==> src/rtl/program_loader.sv <==
// program_loader: boot-time loader that streams a framed program image
// (header word, N data words) into the shared memory write port and holds
// the cpu in reset until the image is complete.
// Header word: [15:8] must equal MAGIC, [7:0] is the data word count N.
// Optional build macro PROGRAM_LOADER_CHECKSUM_EN adds a trailing checksum
// word (sum of the data words mod 2^16) and the CHECK state that verifies it.
module program_loader #(
  parameter int                 ADDR_W    = 8,
  parameter int                 DATA_W    = 16,
  parameter logic [ADDR_W-1:0]  BASE_ADDR = '0,
  parameter logic [7:0]         MAGIC     = 8'hA5
) (
  input  logic              clock,
  input  logic              reset,
  input  logic              in_valid,
  input  logic [DATA_W-1:0] in_data,
  output logic              in_ready,
  output logic              mem_write_enable,
  output logic [ADDR_W-1:0] mem_address,
  output logic [DATA_W-1:0] mem_write_data,
  output logic              cpu_reset_out,
  output logic              load_done,
  output logic              load_error,
  output logic [ADDR_W:0]   word_count
);

  typedef enum logic [2:0] {
    S_IDLE,
    S_LOAD,
    S_DRAIN,
`ifdef PROGRAM_LOADER_CHECKSUM_EN
    S_CHECK,
`endif
    S_RUN,
    S_ERROR
  } state_t;

  state_t          r_state;
  state_t          w_next;
  logic [ADDR_W:0] r_len;
  logic            w_accept;
  logic            w_last;
  logic            w_hdr_ok;
  logic [7:0]      w_len;
  logic [31:0]     w_end;
`ifdef PROGRAM_LOADER_CHECKSUM_EN
  logic [DATA_W-1:0] r_sum;
`endif

  assign w_accept = in_valid && in_ready;
  assign w_len    = in_data[7:0];
  // One past the last address the image would touch; must not exceed memory.
  assign w_end    = 32'(BASE_ADDR) + 32'(w_len);
  assign w_hdr_ok = (in_data[15:8] == MAGIC) && (w_len != 8'd0) &&
                    (w_end <= (32'd1 << ADDR_W));
  assign w_last   = (word_count == r_len - (ADDR_W+1)'(1));

  // State register.
  always_ff @(posedge clock) begin
    // NOTE: non-blocking assignments for every clocked register, so all
    // flops sample the pre-edge values regardless of block ordering.
    if (reset) r_state <= S_IDLE;
    else       r_state <= w_next;
  end

  // Next-state logic: header decode, last-word detect, checksum compare.
  always_comb begin
    // NOTE: default first so every path assigns w_next and no latch is inferred.
    w_next = r_state;
    unique case (r_state)
      S_IDLE:  if (w_accept) w_next = w_hdr_ok ? S_LOAD : S_ERROR;
`ifdef PROGRAM_LOADER_CHECKSUM_EN
      S_LOAD:  if (w_accept && w_last) w_next = S_CHECK;
      S_CHECK: if (w_accept) w_next = (in_data == r_sum) ? S_RUN : S_ERROR;
`else
      S_LOAD:  if (w_accept && w_last) w_next = S_DRAIN;
`endif
      S_DRAIN: w_next = S_RUN;
      S_RUN:   w_next = S_RUN;
      S_ERROR: w_next = S_ERROR;
      default: w_next = S_ERROR;
    endcase
  end

  // Control outputs decoded directly from the current state.
  always_comb begin
    in_ready      = 1'b0;
    cpu_reset_out = 1'b1;
    load_done     = 1'b0;
    load_error    = 1'b0;
    unique case (r_state)
      S_IDLE,
`ifdef PROGRAM_LOADER_CHECKSUM_EN
      S_CHECK,
`endif
      S_LOAD:  in_ready = 1'b1;
      S_RUN: begin
        cpu_reset_out = 1'b0;
        load_done     = 1'b1;
      end
      S_ERROR: load_error = 1'b1;
      default: in_ready = 1'b0;
    endcase
  end

  // Write datapath: register each accepted data word into a one-cycle strobe;
  // address and data hold between strobes.
  always_ff @(posedge clock) begin
    if (reset) begin
      mem_write_enable <= 1'b0;
      mem_address      <= '0;
      mem_write_data   <= '0;
      word_count       <= '0;
      r_len            <= '0;
`ifdef PROGRAM_LOADER_CHECKSUM_EN
      r_sum            <= '0;
`endif
    end else begin
      mem_write_enable <= (r_state == S_LOAD) && w_accept;
      if ((r_state == S_IDLE) && w_accept) r_len <= (ADDR_W+1)'(w_len);
      if ((r_state == S_LOAD) && w_accept) begin
        // Header length check guarantees this sum never wraps.
        mem_address    <= BASE_ADDR + word_count[ADDR_W-1:0];
        mem_write_data <= in_data;
        word_count     <= word_count + (ADDR_W+1)'(1);
`ifdef PROGRAM_LOADER_CHECKSUM_EN
        r_sum          <= r_sum + in_data;
`endif
      end
    end
  end

endmodule
==> config.mk <==
export PLATFORM = sky130hd
export DESIGN_NAME = program_loader
export DESIGN_NICKNAME = d
export VERILOG_FILES = /design/src/rtl/program_loader.sv
export SDC_FILE = /design/constraint.sdc
export NUM_CORES = 1
export LEC_CHECK = 0
export CORE_MARGIN = 2
export CORE_UTILIZATION = 31
export CTS_CLUSTER_SIZE = 28
export DETAILED_ROUTE_END_ITERATION = 6
export DONT_BUFFER_PORTS = 1
export SLEW_MARGIN = 20
export SYNTH_ARGS = -nofsm -noshare
export SYNTH_HDL_FRONTEND = slang
export SYNTH_SLANG_ARGS = --single-unit
==> constraint.sdc <==
create_clock -name clock -period 2.1 [get_ports clock]
set_input_delay 0.42 -clock clock [delete_from_list [all_inputs] [get_ports clock]]
set_output_delay 0.42 -clock clock [all_outputs]
set_load 0.02 [all_outputs]
==> flow_summary.toml <==
[outcome]
outcome = "finished, final reports clean"

[clock_network]
clkSlewWorstSetupHoldPaths_ns = 0.08
ctsHoldBuffers = 0
clk_latency_ns = 0.30
cts_tree = "yes"
cts_made_buffers = 5
htree_levels = 2
cts_sinks = 45
cts_root_buf = "clkbuf_8"
clockBufferDepth = 2

[grt]
grt_usage_pct = 14.3
grt_pass1_vias = 1737
antenna_found_initial = 0
grt_first_pass_wirelength_mm = 8.22
grt_overflow = 0
grt_max_degree = 48

[synth]
ys_top_cells_by_area = "dfxtp_1, nand2_1, a21oi_1, xnor2_1, clkbuf_1"
synth_commonest_cells = "nand2_1, dfxtp_1, a21oi_1"
synth_flop_cell = "dfxtp_1"
syn_avg_cell_area_um2 = 7.80
ys_ff_latch = 45
yosysUniqueCellTypes = 35
synthCells = 258
syn_area_um2 = 2010
synth_edf_count = 0
synth_top_area_share_pct = 44.7
ys_seq_area_share_pct = 44.7
async_flop_share_pct = 0
synth_area_leader_cell = "dfxtp_1"
synth_warnings = 0
syn_nets = 279
yosysMostFrequentCell = "nand2_1"

[timing]
setup_violations = 0
maxSlewViolCount = 0
worstMarginPinSlew_ns = 0.552
fin_skew_ns = 0.00291
period_minus_slack_ns = 2.06
worst_slack_ns = 0.0439
fin_crit_sh_pct = 97.9
grt_setup_unrepaired = "true"
max_slew_margin_pct = 63.1
fmax_ghz = 0.486
hold_violations = 0

[worst_setup_path]
cp-end-kind = "flip-flop"
crit_path_start_kind = "flip-flop"
crit_type = "flip-flop to flip-flop"
cp.arrival_ns = 2.24
slowest_delay_ns = 0.40
cp.required_ns = 2.29
cpMaxStageDelayCell = "or3b_4"
worstPathMaxFanout = 4
path_cells = "inv_2 > ha_4 > or3b_4 > o31a_1 > o211a_1 > o311ai_4 > and2_1 > nor4_2"

[detailed_routing]
totalWireLength_mm = 4.87
drcViolationCount = 0
drt_iter0_drc = 61
ant_nets = 0
routed-via-count = 1770
dr.pass1.iters = 4
vias_per_cell = 5.18
routedWlPerCell_um = 14.2

[layout]
fin_util_pct = 36.6
drive_gt1_share_pct = 13.6
antennaDiodeCount = 0
fill_cells = 679
final_cells = 342
syn_to_final_growth_pct = 14.9
fin_nets = 285

[floorplanning]
die_area_um2 = 7150
rows = 29
ioPinCount = 57
fp.dieH_um = 84.6
core_area_um2 = 6310
start_util_pct = 31.9
die_x_um = 84.6

[power]
seqPwrFrac_pct = 50.4
switching_share_pct = 30.0
pwr-share-clk_pct = 30.3
power_uw = 1960
leakagePower_uw = 0.000806
p_int_uw = 1370
cellPowerDensity_nw_per_um2 = 846
p_sw_uw = 587
vdd_drop_max_v = 0.000386
power_frac_comb_pct = 19.3

[flow_run]
drv_cap = 0

[placed_design]
dpl.cell_count = 334
io_buffers = 0
gp_congestion = 0.784
hpwl_mm = 3.43
dp_slack_ns = -0.00506

[hold_path]
hp-class = "primary input to flip-flop"
power groups by stage:
stage          clock network, uW  logic, uW  registers, uW
6_report                     593        377            986
5_1_grt                      650        426            994
4_1_cts                      608        352            982
3_5_place_dp                   0        350           1000
3_3_place_gp                   0        340            999
2_1_floorplan                  0        259           1000
final timing paths:
| path | slack (ns) | depth (start not counted) | end | start |
|---|---|---|---|---|
| hold reg to reg | 0.54 | 2 | r_len[7] | r_len[7] |
| setup reg to reg | 0.04 | 8 | r_state[1] | r_len[0] |
| setup / recovery | 0.04 | 8 | r_state[1] | r_len[0] |
| hold / removal | 0.18 | 1 | mem_write_data[4] | reset |
state kept, by name, indices dropped and copies added (netlist names):
name and count:
mem_write_enable 1, r_len 8, word_count 9, mem_address 8, r_state 3, mem_write_data 16
cell families after synthesis:
| family | Yosys count | synth area share [%] |
|---|---|---|
| DFF | 45 | 44.7 |
| buffers and inverters | 23 | 4.29 |
| adders and majority gates | 2 | 1.24 |
| xor gates and xnor gates | 14 | 6.09 |
| and+or+nand+nor | 123 | 29.6 |
| AOI/OAI and AO/OA | 51 | 14.0 |
stage by stage:
step | setup TNS (ns) | cell area [um2] | hold WS, ns
finish | 0 | 2310 | 0.175
global route | -0.0205 | 2310 | 0.160
CTS | 0 | 2270 | 0.172
detailed placement | -0.00506 | 2160 | 0.495
global placement | 0 | 2160 | 0.493
floorplan | 0 | 2010 | 0.462
cell usage in the layout, fill, tap and decap left out, drive strengths merged, types with 3 or more instances in the layout:
cell,instances
or3,3
nand2,74
dfxtp,45
inv,8
nor4,5
buf,14
nor2,13
clkbuf,7
nand4,4
o21ai,5
a21oi,37
xor2,6
nor3,8
xnor2,8
area by class of cell:
class	instances	area (um2)	share of cell area, %
multi-input cells	190	1080	46.5
flip-flops and latches	45	903	39.1
repair buffers	14	105	4.55
clock buffers	7	96.3	4.17
well taps	77	96.3	4.17
inverters	8	30.0	1.30
clock inverters	1	5.00	0.216
critical path: cells and delay by family (launching register included):
| kind | cells | cell delay, ns |
|---|---|---|
| compound gates | 3 | 0.81 |
| fa+ha+maj | 1 | 0.13 |
| buf+inv | 1 | 0.06 |
| flops | 1 | 0.33 |
| simple gates | 3 | 0.62 |
what timing repair did:
| action | in CTS | in global routing |
|---|---|---|
| resized for setup | 1 | 9 |
| endpoints found under the setup margin | 1 | 2 |
| pin swaps | 0 | 2 |
| setup buffers | 0 | 0 |
per-layer routing:
layer  track usage (%)  part of all wire, %  vias to the layer above
met3              5.21                  9.4                        8
met2              22.3                   44                       65
li1                  -                    -                      882
met1              18.3                   45                      815
met5                 0                    0                        -
met4              4.91                  1.4                        0
No activity file was read; power rests on OpenSTA's default activity.
